--- config.mk ---
export PLATFORM = sky130hd
export DESIGN_NAME = quad_step_decoder_flat
export DESIGN_NICKNAME = d
export VERILOG_FILES = /design/src/rtl/quad_step_decoder_if.sv /design/src/rtl/quad_step_decoder.sv /design/src/flat_wrapper.sv
export SDC_FILE = /design/constraint.sdc
export NUM_CORES = 1
export LEC_CHECK = 0
export ABC_AREA = 1
export BUFFER_PORTS_ARGS = -buffer_cell sky130_fd_sc_hd__buf_4
export CORE_ASPECT_RATIO = 0.5
export CORE_UTILIZATION = 55
export DETAILED_ROUTE_END_ITERATION = 6
export GPL_TIMING_DRIVEN = 0
export PLACE_DENSITY_LB_ADDON = 0.12
export SLEW_MARGIN = 20
export SYNTH_ARGS = -nofsm -noshare
export SYNTH_HDL_FRONTEND = slang
export SYNTH_HIERARCHICAL = 1
export SYNTH_SLANG_ARGS = --single-unit
--- constraint.sdc ---
create_clock -name clk -period 3.65 [get_ports clk]
set_input_delay 0.1825 -clock clk [delete_from_list [all_inputs] [get_ports clk]]
set_output_delay 0.1825 -clock clk [all_outputs]
set_load 0.01 [all_outputs]
--- src/rtl/quad_step_decoder_if.sv ---
// Encoder-side bus of the quadrature step decoder: raw A/B lines and error clear in,
// step/direction/error status out.
interface quad_step_decoder_if #(
    parameter int ERR_W = 8
);
    logic             qa;
    logic             qb;
    logic             clr_err;
    logic             step;
    logic             up;
    logic             err;
    logic [ERR_W-1:0] err_count;
    logic             ready;

    modport slave  (input  qa, qb, clr_err,
                    output step, up, err, err_count, ready);
    modport master (output qa, qb, clr_err,
                    input  step, up, err, err_count, ready);
endinterface

--- src/rtl/quad_step_decoder.sv ---
// Quadrature A/B decoder: per-channel synchroniser + glitch filter, then an
// INIT/RUN FSM that turns legal Gray-code transitions into step/up pulses.
module quad_step_decoder_chan #(
    parameter int SYNC_STAGES = 2,
    parameter int FILTER_LEN  = 3
) (
    input  logic clk,
    input  logic rst,
    input  logic i_d,
    output logic o_f,
    output logic o_f_nxt
);
    logic [SYNC_STAGES-1:0] r_sync;
    logic                   r_f;
    logic [3:0]             r_cnt;
    logic                   w_s;
    logic                   w_f_nxt;
    logic [3:0]             w_cnt_nxt;

    assign w_s = r_sync[SYNC_STAGES-1];

    // A level is accepted only after it has differed from r_f for FILTER_LEN cycles.
    always_comb begin
        w_f_nxt   = r_f;
        w_cnt_nxt = '0;
        if (w_s != r_f) begin
            if (r_cnt == 4'(FILTER_LEN - 1))
                w_f_nxt = w_s;
            else
                w_cnt_nxt = r_cnt + 4'd1;
        end
    end

    always_ff @(posedge clk or posedge rst) begin
        if (rst) begin
            r_sync <= '0;
            r_f    <= 1'b0;
            r_cnt  <= '0;
        end else begin
            r_sync <= {r_sync[SYNC_STAGES-2:0], i_d};
            r_f    <= w_f_nxt;
            r_cnt  <= w_cnt_nxt;
        end
    end

    assign o_f     = r_f;
    assign o_f_nxt = w_f_nxt;
endmodule

module quad_step_decoder #(
    parameter int SYNC_STAGES = 2,
    parameter int FILTER_LEN  = 3,
    parameter int ERR_W       = 8
) (
    input  logic                clk,
    input  logic                rst,
    quad_step_decoder_if.slave  io_q
);
    localparam int INIT_CYC = SYNC_STAGES + FILTER_LEN;

    typedef enum logic {S_INIT, S_RUN} state_t;

    logic [1:0]       w_in;
    logic [1:0]       w_f;
    logic [1:0]       w_f_nxt;
    logic [1:0]       w_chg;
    logic             w_legal;
    logic             w_both;
    logic             w_dir;
    logic             w_err_nxt;

    state_t           r_state;
    logic [4:0]       r_init_cnt;
    logic [1:0]       r_prev;
    logic             r_step;
    logic             r_up;
    logic             r_err;
    logic             r_ready;
    logic [ERR_W-1:0] r_err_cnt;

    // Bit 1 = channel A, bit 0 = channel B.
    assign w_in = {io_q.qa, io_q.qb};

    quad_step_decoder_chan #(
        .SYNC_STAGES (SYNC_STAGES),
        .FILTER_LEN  (FILTER_LEN)
    ) u_chan [1:0] (
        .clk     (clk),
        .rst     (rst),
        .i_d     (w_in),
        .o_f     (w_f),
        .o_f_nxt (w_f_nxt)
    );

    assign w_chg     = w_f ^ r_prev;
    assign w_legal   = ^w_chg;
    assign w_both    = &w_chg;
    // Up order 00->10->11->01->00 reduces to new A differing from old B.
    assign w_dir     = w_f[1] ^ r_prev[0];
    assign w_err_nxt = (r_state == S_RUN) && w_both;

    always_ff @(posedge clk or posedge rst) begin
        if (rst) begin
            r_state    <= S_INIT;
            r_init_cnt <= '0;
            r_prev     <= '0;
            r_step     <= 1'b0;
            r_up       <= 1'b0;
            r_err      <= 1'b0;
            r_ready    <= 1'b0;
        end else begin
            case (r_state)
                S_INIT: begin
                    // Track the filter's next value so RUN starts with prev == cur.
                    r_prev <= w_f_nxt;
                    r_step <= 1'b0;
                    r_err  <= 1'b0;
                    if (r_init_cnt == 5'(INIT_CYC - 1)) begin
                        r_state <= S_RUN;
                        r_ready <= 1'b1;
                    end else begin
                        r_init_cnt <= r_init_cnt + 5'd1;
                    end
                end
                S_RUN: begin
                    r_prev <= w_f;
                    r_step <= w_legal;
                    r_err  <= w_both;
                    if (w_legal)
                        r_up <= w_dir;
                end
                default: r_state <= S_INIT;
            endcase
        end
    end

    always_ff @(posedge clk or posedge rst) begin
        if (rst)
            r_err_cnt <= '0;
        else if (io_q.clr_err)
            r_err_cnt <= '0;
        else if (w_err_nxt && (r_err_cnt != {ERR_W{1'b1}}))
            r_err_cnt <= r_err_cnt + 1'b1;
    end

    assign io_q.step      = r_step;
    assign io_q.up        = r_up;
    assign io_q.err       = r_err;
    assign io_q.err_count = r_err_cnt;
    assign io_q.ready     = r_ready;
endmodule
--- src/flat_wrapper.sv ---
// flat-port wrapper written by rule: the top's interface ports become plain ports
module quad_step_decoder_flat 
#(
    parameter int SYNC_STAGES = 2,
    parameter int FILTER_LEN  = 3,
    parameter int ERR_W       = 8
)
  (clk, rst, io_q_qa, io_q_qb, io_q_clr_err, io_q_step, io_q_up, io_q_err, io_q_err_count, io_q_ready);
  quad_step_decoder_if #(.ERR_W(ERR_W)) io_q_i ();
  input  logic clk;
  input  logic rst;
  input wire logic [$bits(io_q_i.qa)-1:0] io_q_qa;
  input wire logic [$bits(io_q_i.qb)-1:0] io_q_qb;
  input wire logic [$bits(io_q_i.clr_err)-1:0] io_q_clr_err;
  output wire logic [$bits(io_q_i.step)-1:0] io_q_step;
  output wire logic [$bits(io_q_i.up)-1:0] io_q_up;
  output wire logic [$bits(io_q_i.err)-1:0] io_q_err;
  output wire logic [$bits(io_q_i.err_count)-1:0] io_q_err_count;
  output wire logic [$bits(io_q_i.ready)-1:0] io_q_ready;
  assign io_q_i.qa = io_q_qa;
  assign io_q_i.qb = io_q_qb;
  assign io_q_i.clr_err = io_q_clr_err;
  assign io_q_step = io_q_i.step;
  assign io_q_up = io_q_i.up;
  assign io_q_err = io_q_i.err;
  assign io_q_err_count = io_q_i.err_count;
  assign io_q_ready = io_q_i.ready;
  quad_step_decoder #(.SYNC_STAGES(SYNC_STAGES), .FILTER_LEN(FILTER_LEN), .ERR_W(ERR_W)) u_core (.clk(clk), .rst(rst), .io_q(io_q_i));
endmodule
==> results_dict.tcl, run 1 <==
set metrics [dict create \
    status "finished, final reports clean" \
    instances_no_fill 253 \
    nets 228 \
    post_drt_via_cell_ratio 5.03 \
    timing.final.crit_share_pct 40.8 \
    clockBufferDepth 2 \
    synth_enable_flop_cells 0 \
    post_cts_buffers 0 \
    synth_area_sq_um 1670 \
    num_vias 1273 \
    globalplace.congestion 0.828 \
    cts_hold_buffers 1 \
    grt_pass1_wl_microns 4600 \
    syn_nets 202 \
    port_buffers 16 \
    finalHoldViolations 0 \
    antenna_found_initial 0 \
    die-area_sq_um 3270 \
    cp.arrival_ps 1700 \
    dp.cells 242 \
    synth_top_area_share_pct 51.1 \
    synth.yosys.seq_area_share_pct 51.1 \
    drt_iter0_drc 60 \
    drc_errors 0 \
    ys_seq_elements 34 \
    slowest_stage "dfrtp_1" \
    cts.reportedPaths.clkPinSlew_ps 70 \
    cp.required_ps 3860 \
    wl_per_cell_microns 11.0 \
    globalRoute.totalOverflow 0 \
    slowest_delay_ps 460 \
    finalMaxSlewViolations 0 \
    cp_common_cell "nand2_1" \
    start_util_pct 61.0 \
    drtAntennaViolNets 0 \
    die_w_microns 79.9 \
    diodes 0 \
    cp.buffers_inverters 1 \
    synth_top_area_cell "dfrtp_1" \
    cp-end-kind "flip-flop" \
    synth-async-reset-ratio_pct 100 \
    clock_sinks 34 \
    grt_pass1_vias 1064 \
    finalSetupViolCount 0 \
    cts_made_buffers 5 \
    cts_resized 0 \
    path_cells "xor2_1 > ha_1 > nand2_1 > inv_1 > nand2_4 > nor2_2 > nand2_1 > nand2_1" \
    criticalPathCategory "reg -> reg" \
    yosys.cell_types.count 21 \
    leakage_nw 0.972 \
    wl_microns 2790 \
    io_pins 17 \
    htreeDepth 2 \
    syn_area_per_cell_sq_um 8.82 \
    critPathMaxFanout 9 \
    max_freq_mhz 672 \
    rsz0062_at_grt "no" \
    clk_latency_ps 270 \
    powerDensity_nw_per_um2 577 \
    skew_ps 2.81 \
    ys_top_cells_by_area "dfrtp_1 (51%), nand2_1 (10%), ha_1 (6.0%)" \
    yosys_warnings 6 \
    core-area_sq_um 2730 \
    ir_worst_vdd_uv 319 \
    grt_usage_pct 20.0 \
    worst_pin_slew_ps 771 \
    synth.most_common_cell "nand2_1" \
    cts_tree "built" \
    slew_headroom_pct 48.5 \
    cts-root-buf "clkbuf_8" \
    utilization_pct 71.5 \
    critPathTopFamily "simple AND/OR/NAND/NOR gates" \
    die_height_microns 40.9 \
    rows 13 \
    min_path_type "in -> reg" \
    dp_hpwl_microns 1940 \
    drive_gt1_share_pct 18.5 \
    ys_top_cells_by_count "nand2_1 (46), dfrtp_1 (34), inv_1 (22), nor2_1 (22), nand3_1 (17)" \
    cp-start-kind "flip-flop" \
    setup_tns_ps 0 \
    period_minus_slack_ps 1490 \
    grt_max_degree 21 \
    num-fill-cells 240 \
    synth-main-ff-cell "dfrtp_1" \
    first_pass_iters 4 \
    syn_to_final_growth_pct 17.3 \
    syn_inst 189 \
    cap_violations 0 \
]
-- layer usage --
layer / vias to the layer above / wire (microns) / global-route usage, %
li1: 650 / - / -
met4: 0 / 53 / 9.38
met1: 583 / 1330 / 23.9
met3: 8 / 137 / 8.89
met2: 32 / 1270 / 32.5
met5: - / 0 / 0
-- through the flow --
stage	total power, mW	setup slack, ps	hold WS, ps	cell area [sq um]
detailed placement	0.852	2170	151	1830
floorplan	0.760	2370	-14.1	1670
global placement	0.837	2230	152	1830
global route	1.21	2020	194	1950
finish	1.13	2160	190	1950
CTS	1.14	2160	0.520	1930
-- where the power goes --
part | internal, mW | total (mW) | switching [mW]
sequential | 0.447 | 0.511 | 0.0648
clock | 0.152 | 0.280 | 0.128
combinational | 0.136 | 0.337 | 0.201
-- cells in the final DEF (no fill, tap or decap), drive strengths merged --
cell type    netlist  final
o21bai             2      2
inv               22     22
nand4              4      4
nor3               1      1
nand2             54     54
clkinv             0      1
nand3             17     17
xor2               3      3
nor2              29     29
buf                0     16
clkbuf             1      8
dlygate4sd3        0      3
dfrtp             34     34
xnor2              5      5
a21oi              1      1
ha                 8      8
nor3b              1      1
o21ai              7      7
-- state kept, by name (all words and copies together), names as in the netlist --
| name | cells |
|---|---|
| u_core/r_init_cnt | 5 |
| u_core/io_q.err | 1 |
| u_core/u_chan/r_cnt | 8 |
| u_core/io_q.ready | 1 |
| u_core/r_prev | 2 |
| u_core/io_q.up | 1 |
| u_core/io_q.step | 1 |
| u_core/u_chan/o_f | 2 |
| u_core/io_q.err_count | 8 |
| u_core/u_chan/r_sync | 4 |
| u_core/r_state | 1 |
-- kinds of logic (layout without fill, tap and decap cells) --
group	Yosys count	after routing	share of synthesized area, %
compound gates	10	10	3.53
xor+xnor	8	8	4.20
fa+ha+maj	8	8	6.01
buf+inv	23	50	5.41
flops	34	34	51.1
simple gates	106	106	29.8
-- final timing paths --
kind	from	to	slack (ps)	depth (start not counted)
worst max register to register	u_core/u_chan[1]/o_f$_DFF_PP0_	u_core/io_q.err_count[5]$_DFFE_PP0P_	2160	8
worst min-delay path	io_q_clr_err	u_core/io_q.err_count[2]$_DFFE_PP0P_	190	4
worst min register to register	u_core/u_chan[1]/r_sync[0]$_DFF_PP0_	u_core/u_chan[1]/r_sync[1]$_DFF_PP0_	350	0
min in group asynchronous	rst	u_core/u_chan[0]/o_f$_DFF_PP0_	400	3
max in group asynchronous	rst	u_core/r_init_cnt[0]$_DFFE_PP0P_	2550	3
worst max-delay path	u_core/u_chan[1]/o_f$_DFF_PP0_	u_core/io_q.err_count[5]$_DFFE_PP0P_	2160	8
-- worst min-delay path: cells and delay by family --
family / cells / cell delay (ps)
buf+inv: 1 / 100
simple gates: 3 / 140
-- layout make-up --
cell class                 instances  area (sq um)  area share, %
sequential                        34           851           43.5
multi-input combinational        132           726           37.1
timing repair buffer              19           150           7.68
clock buffer                       7          86.3           4.42
inverter                          22          82.6           4.23
tap                               37          46.3           2.37
buffer                             1          7.51          0.384
clock inverter                     1          5.00          0.256
Note: power is estimated with default switching activity, not from simulation.
==> run 2, diff against run 1 <==
- CORE_UTILIZATION: 55 -> 52
- clock period: 3.65 -> 1.25 ns (I/O delays scaled with it)
==> results_dict.tcl, run 2 (synthesized netlist as in run 1, its figures left out) <==
set metrics [dict create \
    globalRoute.totalOverflow 0 \
    rows 14 \
    die_height_microns 42.0 \
    rsz0062_at_grt "yes" \
    io_pins 17 \
    failed_checks "setup timing" \
    grt_pass1_wl_microns 4970 \
    criticalPathCategory "reg -> reg" \
    port_buffers 16 \
    critPathMaxFanout 5 \
    slowest_delay_ps 400 \
    cts_made_buffers 5 \
    multiInputGateArea_sq_um 786 \
    critPathTopFamily "flip-flops" \
    antenna_found_initial 0 \
    status "finished, violations left" \
    cts.reportedPaths.clkPinSlew_ps 70 \
    grt_usage_pct 19.9 \
    layout_commonest_cell "nand2_1" \
    powerDensity_nw_per_um2 1820 \
    start_util_pct 55.0 \
    cap_violations 0 \
    diodes 0 \
    finalMaxSlewViolations 0 \
    cp-end-kind "flip-flop" \
    first_pass_iters 4 \
    top_layer_used "met4" \
    path_cells "xor2_1 > ha_2 > nand2_2 > clkinv_4 > nand2_8 > nand2_4 > nand2_2 > nand2_1" \
    dp_hpwl_microns 1990 \
    syn_to_final_growth_pct 27.4 \
    worst_pin_slew_ps 750 \
    drt_iter0_drc 40 \
    wl_microns 2880 \
    period_minus_slack_ps 1280 \
    max_freq_mhz 779 \
    clockBufferDepth 2 \
    cp.buffers_inverters 1 \
    wl_met1_microns 1360 \
    post_drt_via_cell_ratio 4.91 \
    die_w_microns 82.1 \
    ir_worst_vdd_uv 987 \
    layout_common_cells "nand2_1 (42), dfrtp_1 (33), buf_4 (23)" \
    cts-root-buf "clkbuf_8" \
    regArea_sq_um 852 \
    grt_pass1_vias 1191 \
    wl_per_cell_microns 10.9 \
    globalplace.congestion 0.767 \
    drtAntennaViolNets 0 \
    die-area_sq_um 3450 \
    drc_errors 0 \
    utilization_pct 70.1 \
    clk_latency_ps 290 \
    nets 236 \
    cp.required_ps 1430 \
    cts_tree "built" \
    r2r_slack_ps -30 \
    core-area_sq_um 3030 \
    grt_max_degree 21 \
    hold_ws_ps 54.7 \
    skew_ps 7.80 \
    drive_gt1_share_pct 26.8 \
    setup_tns_ps -121 \
    leakage_nw 1.07 \
    instances_no_fill 264 \
    num-fill-cells 230 \
    setup_ws_ps -34.1 \
    finalSetupViolCount 6 \
    wl_met3_microns 133 \
    slowest_stage "dfrtp_1" \
    cp-start-kind "flip-flop" \
    timing.final.crit_share_pct 103 \
    cp.arrival_ps 1460 \
    min_path_type "in -> reg" \
    clock_sinks 34 \
    pre_cts_ws_ps -120 \
    wl_met2_microns 1350 \
    num_vias 1297 \
    finalHoldViolations 0 \
    slew_headroom_pct 50.0 \
    dp.cells 245 \
    cp_common_cell "nand2_2" \
    htreeDepth 2 \
]
==> run 2: tightest hold or removal path, delay by kind of cell <==
family,cells,cell delay [ps]
and+or+nand+nor,3,130
buffers and inverters,1,110
==> run 2: per-stage QoR <==
| step | cell area, sq um | power (mW) |
|---|---|---|
| floorplan | 1670 | 2.23 |
| global placement | 1840 | 2.45 |
| detailed placement | 1840 | 2.50 |
| CTS | 2060 | 3.83 |
| global route | 2120 | 4.11 |
| finish | 2120 | 3.86 |
==> run 2: path summary, 6_finish.rpt <==
check                                                     startpoint                              endpoint  cells past startpoint
worst min register to register  u_core/u_chan[1]/r_sync[0]$_DFF_PP0_  u_core/u_chan[1]/r_sync[1]$_DFF_PP0_                      0
max in group asynchronous                                        rst  u_core/io_q.err_count[3]$_DFFE_PP0P_                      3
worst max-delay path                  u_core/u_chan[0]/o_f$_DFF_PP0_  u_core/io_q.err_count[2]$_DFFE_PP0P_                      8
min in group asynchronous                                        rst   u_core/u_chan[1]/r_cnt[0]$_DFF_PP0_                      3
worst max register to register        u_core/u_chan[0]/o_f$_DFF_PP0_  u_core/io_q.err_count[2]$_DFFE_PP0P_                      8
worst min-delay path                                    io_q_clr_err  u_core/io_q.err_count[6]$_DFFE_PP0P_                      4
==> run 2: metal layers <==
metal / vias up / GRT usage (%)
met5: - / 0
met4: 0 / 9.47
met3: 7 / 6.52
met2: 20 / 31.6
met1: 605 / 24.6
li1: 665 / -
==> run 2: what timing repair did <==
item                                   in CTS  in global routing
resized for setup                           4                 13
setup endpoints to repair                  11                 11
pin swaps                                   2                  3
hold buffers                                3                  0
buffers inserted                            5                  2
cloned                                      1                  0
endpoints found under the hold margin      36                  0
==> run 2: where the power goes <==
group,switching (mW),internal (mW),total [mW]
logic,0.696,0.497,1.19
clock network,0.411,0.799,1.21
registers,0.147,1.31,1.45
==> run 2: cell type report <==
class / instances / share of cell area [%]
clock buffer: 5 / 3.24
inverter: 22 / 4.12
buffer: 1 / 0.354
multi-input combinational: 133 / 37.0
timing repair buffer: 26 / 9.55
sequential: 34 / 40.1
tap: 40 / 2.36
clock inverter: 3 / 3.24
